**src/rtl/bin_to_bcd_seq.sv**
```systemverilog
// Sequential binary-to-BCD converter (shift-and-add-3, one bit per clock) with start/done handshake.
// Optional build macro BCD_SATURATE_EN: out-of-range inputs load all-9 digits instead of the mod-10^DIGITS result.
module bin_to_bcd_seq #(
  parameter int BIN_WIDTH = 14,
  parameter int DIGITS    = 4
) (
  input  logic                  clk,
  input  logic                  rst,
  input  logic                  start,
  input  logic [BIN_WIDTH-1:0]  bin_in,
  output logic [4*DIGITS-1:0]   bcd_out,
  output logic                  busy,
  output logic                  done,
  output logic                  overflow
);

  localparam int BW = 4 * DIGITS;
  localparam int CW = $clog2(BIN_WIDTH + 1);

  function automatic logic [31:0] pow10(input int n);
    logic [31:0] p;
    p = 32'd1;
    for (int i = 0; i < n; i++) p = p * 32'd10;
    return p;
  endfunction

  localparam logic [31:0]   MAX_VAL   = pow10(DIGITS) - 32'd1;
  localparam logic [BW-1:0] ALL_NINES = {DIGITS{4'h9}};

  // Every digit that is 5 or more gets +3 so the following left shift carries into the next decade.
  function automatic logic [BW-1:0] add3(input logic [BW-1:0] s);
    logic [BW-1:0] r;
    r = s;
    for (int i = 0; i < DIGITS; i++) begin
      if (s[4*i +: 4] >= 4'd5) r[4*i +: 4] = s[4*i +: 4] + 4'd3;
      else                     r[4*i +: 4] = s[4*i +: 4];
    end
    return r;
  endfunction

  typedef enum logic [1:0] {
    IDLE  = 2'd0,
    SHIFT = 2'd1,
    LOAD  = 2'd2
  } state_t;

  state_t                state_r;
  logic [BIN_WIDTH-1:0]  shift_r;
  logic [BW-1:0]         scratch_r;
  logic [CW-1:0]         cnt_r;
  logic                  ovf_pend_r;
  logic [BW-1:0]         adjusted_s;

  // Digit correction applied to the scratch before each shift.
  always_comb begin
    adjusted_s = add3(scratch_r);
  end

  // Conversion state machine with registered handshake and result outputs.
  always_ff @(posedge clk) begin
    if (rst) begin
      state_r    <= IDLE;
      shift_r    <= '0;
      scratch_r  <= '0;
      cnt_r      <= '0;
      ovf_pend_r <= 1'b0;
      bcd_out    <= '0;
      busy       <= 1'b0;
      done       <= 1'b0;
      overflow   <= 1'b0;
    end else begin
      done <= 1'b0;
      case (state_r)
        IDLE: begin
          if (start) begin
            shift_r    <= bin_in;
            scratch_r  <= '0;
            cnt_r      <= CW'(BIN_WIDTH);
            ovf_pend_r <= (32'(bin_in) > MAX_VAL);
            busy       <= 1'b1;
            state_r    <= SHIFT;
          end else begin
            state_r <= IDLE;
          end
        end
        SHIFT: begin
          // The scratch MSB falls off here, which is what makes the default result mod 10^DIGITS.
          scratch_r <= {adjusted_s[BW-2:0], shift_r[BIN_WIDTH-1]};
          shift_r   <= {shift_r[BIN_WIDTH-2:0], 1'b0};
          cnt_r     <= cnt_r - CW'(1);
          if (cnt_r == CW'(1)) state_r <= LOAD;
          else                 state_r <= SHIFT;
        end
        LOAD: begin
`ifdef BCD_SATURATE_EN
          bcd_out <= ovf_pend_r ? ALL_NINES : scratch_r;
`else
          bcd_out <= scratch_r;
`endif
          overflow <= ovf_pend_r;
          done     <= 1'b1;
          busy     <= 1'b0;
          state_r  <= IDLE;
        end
        default: begin
          state_r <= IDLE;
          busy    <= 1'b0;
        end
      endcase
    end
  end

endmodule
```
**config.mk**
```make
export PLATFORM = sky130hd
export DESIGN_NAME = bin_to_bcd_seq
export DESIGN_NICKNAME = d
export VERILOG_FILES = /design/src/rtl/bin_to_bcd_seq.sv
export SDC_FILE = /design/constraint.sdc
export NUM_CORES = 1
export LEC_CHECK = 0
export CORE_AREA = 2 2 99 53
export CTS_BUF_LIST = sky130_fd_sc_hd__clkbuf_16
export DETAILED_ROUTE_END_ITERATION = 7
export DIE_AREA = 0 0 101 55
export PLACE_DENSITY = 0.85
export SLEW_MARGIN = 15
export SYNTH_ARGS = -nofsm -noshare
export SYNTH_HDL_FRONTEND = slang
export SYNTH_SLANG_ARGS = --single-unit
```
**constraint.sdc**
```tcl
create_clock -name clk -period 2.1 [get_ports clk]
set_clock_uncertainty 0.1 [all_clocks]
set_input_delay 0.63 -clock clk [delete_from_list [all_inputs] [get_ports clk]]
set_output_delay 0.63 -clock clk [all_outputs]
set_load 0.02 [all_outputs]
```
After elaboration in Yosys (flattened, before gate mapping)
Cells that the tools add are included.
W data, S select, Z words.
Word-level totals
  register bits: 56
  input port bits: 17
  output and inout bits: 19
  word-level logic and storage cells: 45
Cells by class
  add/sub/neg operators: 5
  magnitude comparators: 5
  equal/unequal tests: 4
  multiplexer cells: 16
  bitwise logic cells: 1
  reductions and logical operators: 5
Operators with widths (count)
  $pmux W16 S2: 1
  $pmux W14 S2: 1
  $ge A4 B3 Y1 const B: 4
  $mux W16: 1
  $mux W4: 4
  $gt A14 B14 Y1 const B: 1
  $mux W14: 1
  $add A4 B2 Y4 const B: 3
  $pmux W4 S2: 1
  $reduce_and A2 Y1: 3
  $eq A4 B1 Y1 const B: 1
  $pmux W2 S2: 1
  $sub A4 B1 Y4 const B: 1
  $add A3 B2 Y3 const B: 1
  $mux W1: 3
  $mux W3: 1
  $eq A2 B1 Y1 const B: 1
  $eq A2 B2 Y1 const B: 1
  $logic_not A2 Y1: 1
  $mux W2: 1
  $ne A2 B2 Y1 const B: 1
  $pmux W1 S2: 1
  $reduce_bool A2 Y1: 1
  $not A1 Y1: 1

Depth between registers and ports, before layout
  word-level depth: 3
  mapped depth: 7
  depth with buffers taken out: 6

Worst setup path before layout
OpenSTA, ideal clock, no wires.
  path type: input-to-reg
  start point: input port rst
  end point: register shift_r[10]
  setup time: 127 ps
  data arrival time: 1437 ps
  data required time: 1873 ps
  path slack: 435 ps
  stages: 5
  path buffers: 2
  cell sequence: buf_2 > nor2_1 > o21ai_0 > clkbuf_1 > o2bb2ai_1
RTL lines
  start, declared: RTL line 8  | input logic rst,
  end signal, assigned: RTL line 76  | shift_r <= bin_in;
  end signal, assigned: RTL line 89  | shift_r <= {shift_r[BIN_WIDTH-2:0], 1'b0};
  end, declared: RTL line 48  | logic [BIN_WIDTH-1:0] shift_r;

Worst setup path in the final report
  start point: register bcd_out[15]
  end point: output port bcd_out[15]
RTL lines
  start, declared: RTL line 11  | output logic [4*DIGITS-1:0] bcd_out,
  start signal, assigned: RTL line 98  | bcd_out <= scratch_r;
No word-level cell between the ends.

==> key figures <==
Worst setup path
  • Worst path max stage delay: 0.61 ns
  • Worst-path fanout max: 2
  • CP delay by family, top: buffers and inverters
  • Startpoint Class: flop
  • Required time of the critical path: 1.37 ns
  • Worst path slowest cell: clkdlybuf4s50_1
  • Worst path depth: 1
  • R2R cell count: 6
  • Setup CP Type: flop to output pin
  • Crit path cell chain: clkdlybuf4s50_1
  • Worst endpoint data arrival time: around 1.3 ns
  • Crit end category: output pin
  • Buf/Inv on CP: 1

Clocking
  • Longest Clk Path Bufs: 2
  • Clock transition at the registers of the reported paths: around 0.070 ns
  • CTS tree: done
  • Root buffer cell: clkbuf_16
  • CTS hold repair buffers: 0
  • Worst-skew pair later-pin latency: 0.29 ns
  • CTS resizes: 0
  • H-tree depth: 2
  • Post-CTS setup buffers: 0
  • Clock buffer count from CTS: 5
  • Clk sinks: 56

Logic synthesis
  • Cell Area, Synth: roughly 2400 sq um
  • Synthesized area per cell: between 9 and 10 sq um
  • Syn Nets: ~280
  • FF+latch count, synth: 56
  • Dominant synthesized flop cell: dfxtp_1
  • Synth cell types: 39
  • Register area share after synthesis: 46.5%
  • Ys async rst share: 0%
  • Ys Warns: 0
  • Post-synth EDFFs: 0
  • Cells after Synth: 252

Routing
  • Routed vias/inst: 5.41
  • Drt first-iter violations: 76
  • WL per Instance: 14.5 microns
  • Remaining antenna violation count after routing: 0
  • Routed wire length: 5.11 mm
  • DR vias: 1908
  • DR pass1 iterations: 4
  • DRC errors left: 0

Power
  • Switching Fraction: 21.9%
  • Leakage power: 1.17 nW
  • Combinational Power Share: just under 9%
  • Worst vdd ir: 379 uV
  • Part of the power in registers: roughly 50%
  • Internal: 1.75 mW
  • Cell Pwr Density: 745 nW/um^2
  • Switching Power: 0.491 mW
  • Clock network fraction of design power: 41.1%

Floorplanning
  • Die height: approximately 55 microns
  • Num rows: 18
  • Die width: 101 microns
  • Die area: 5560 sq um
  • Starting Density: approximately half
  • Top Ports: 36
  • Core ar.: 4730 sq um

Timing
  • Slew margin rel.: 54.3%
  • Max-slew violations: 0
  • Post-layout minimum cycle time: approximately 2.0 ns
  • Max Fclk: 0.506 GHz
  • Final hold violation count: 0
  • Period utilisation layout: 94.1%
  • Slew @ Worst Pin: 0.685 ns
  • Setup ws final: 0.124 ns
  • Setup violations, final: 0
  • Setup TNS: 0 ns
  • RSZ-0062 raised after global routing: false

Finish
  • Ant diodes: 0
  • Non-filler cells, final: 353
  • Share of post-route cells with drive strength above 1: 8.53%
  • Final #Nets: 319
  • Area Overhead vs Synth: 24.9%

Place
  • # placed instances: roughly 350
  • Dpl ws: -0.156 ns
  • RePlAce Congestion: between 0.7 and 0.8
  • Port Buffers: 35
  • Post-DP HPWL: 3.65 mm

Run status
  • Outcome: finished, final reports clean

Global route
  • Largest net degree at the start of global routing: 19
  • Total Routing Usage GR: 20.7%
  • Initial antenna violation count: 0
  • Vias in the first global route: roughly 1.8k
  • First-pass GRT wire length: 8.61 mm
  • Overflow after GRT: 0

Job
  • Max-cap violations: 0

Worst hold path
  • Hold Crit Depth: 2
  • Min-delay worst type: flop to flop
## per-stage QoR
step	hold WS (ns)	instance area [sq um]	utilization, %	power, mW
after floorplan	0.326	2410	-	1.26
after global placement	0.341	2840	60.1	1.33
after detailed placement	0.345	2840	60.1	1.34
after CTS	0.356	3010	63.6	2.26
after global routing	0.365	3010	63.6	2.31
final	0.351	3010	63.6	2.24
## placed cells by master (no fill, tap or decap), types with 5 or more instances in the layout
master and count:
buf_4 12, nor2_1 11, inv_1 13, ha_1 10
clkdlybuf4s50_1 35, dfxtp_1 56, o21ai_0 7, nand2b_1 7
nand2_1 35, a21oi_1 22, clkbuf_16 5, o2bb2ai_1 13
mux2i_1 17
## worst paths after layout
check,start,endpoint,slack [ns]
max,bcd_out[15],bcd_out[15],0.12
min,bcd_out[14],bcd_out[14],0.35
max reg2reg,scratch_r[1],scratch_r[2],0.41
min reg2reg,bcd_out[14],bcd_out[14],0.35
## power groups by stage
stage,clock network [mW],registers [mW],logic [mW]
CTS,0.940,1.12,0.196
global placement,0,1.14,0.187
global route,0.965,1.13,0.219
detailed placement,0,1.15,0.195
finish,0.921,1.12,0.196
floorplan,0,1.14,0.126
## cell usage after synthesis, types with 3 or more instances
cell,instances,area [sq um]
o21ai_0,7,35.0
o22ai_1,4,25.0
a21oi_1,22,110
mux2i_1,17,170
buf_2,7,35.0
inv_1,12,45.0
a32o_1,4,40.0
nand2b_1,7,43.8
xor2_1,3,26.3
a22o_1,4,35.0
dfxtp_1,56,1120
nand2_1,35,131
nor2_1,11,41.3
o2bb2ai_1,13,114
ha_1,10,125
xnor2_1,4,35.0
o32ai_1,4,35.0
## flip-flops by register name, indices dropped and copies added (netlist names)
| signal | flops |
|---|---|
| bcd_out | 16 |
| scratch_r | 16 |
| shift_r | 14 |
| cnt_r | 4 |
| state_r | 2 |
| busy | 1 |
| done | 1 |
| overflow | 1 |
| ovf_pend_r | 1 |
## logic make-up after synthesis
| family | after synthesis | synth area share (%) |
|---|---|---|
| buffers and inverters | 26 | 5.19 |
| flip-flops | 56 | 46.5 |
| AND/OR/NAND/NOR | 67 | 12.7 |
| XOR/XNOR | 7 | 2.55 |
| AO/OA/AOI/OAI | 69 | 20.8 |
| multiplexers | 17 | 7.06 |
| adder cells (fa/ha/maj) | 10 | 5.19 |
## layout make-up
class	instances	area, sq um
fill	406	1720
multi-input combinational	170	1160
sequential	56	1120
timing repair buffer	47	440
clock buffer	5	125
tap	60	75.1
inverter	12	45.0
clock inverter	3	38.8
## layer usage
layer	vias up	track usage (%)	wire length, microns
li1	971	-	-
met1	890	26.0	2580
met2	39	34.6	2240
met3	8	5.53	207
met4	0	8.78	84
met5	-	0	0
Note: power is estimated with default switching activity, not from simulation.
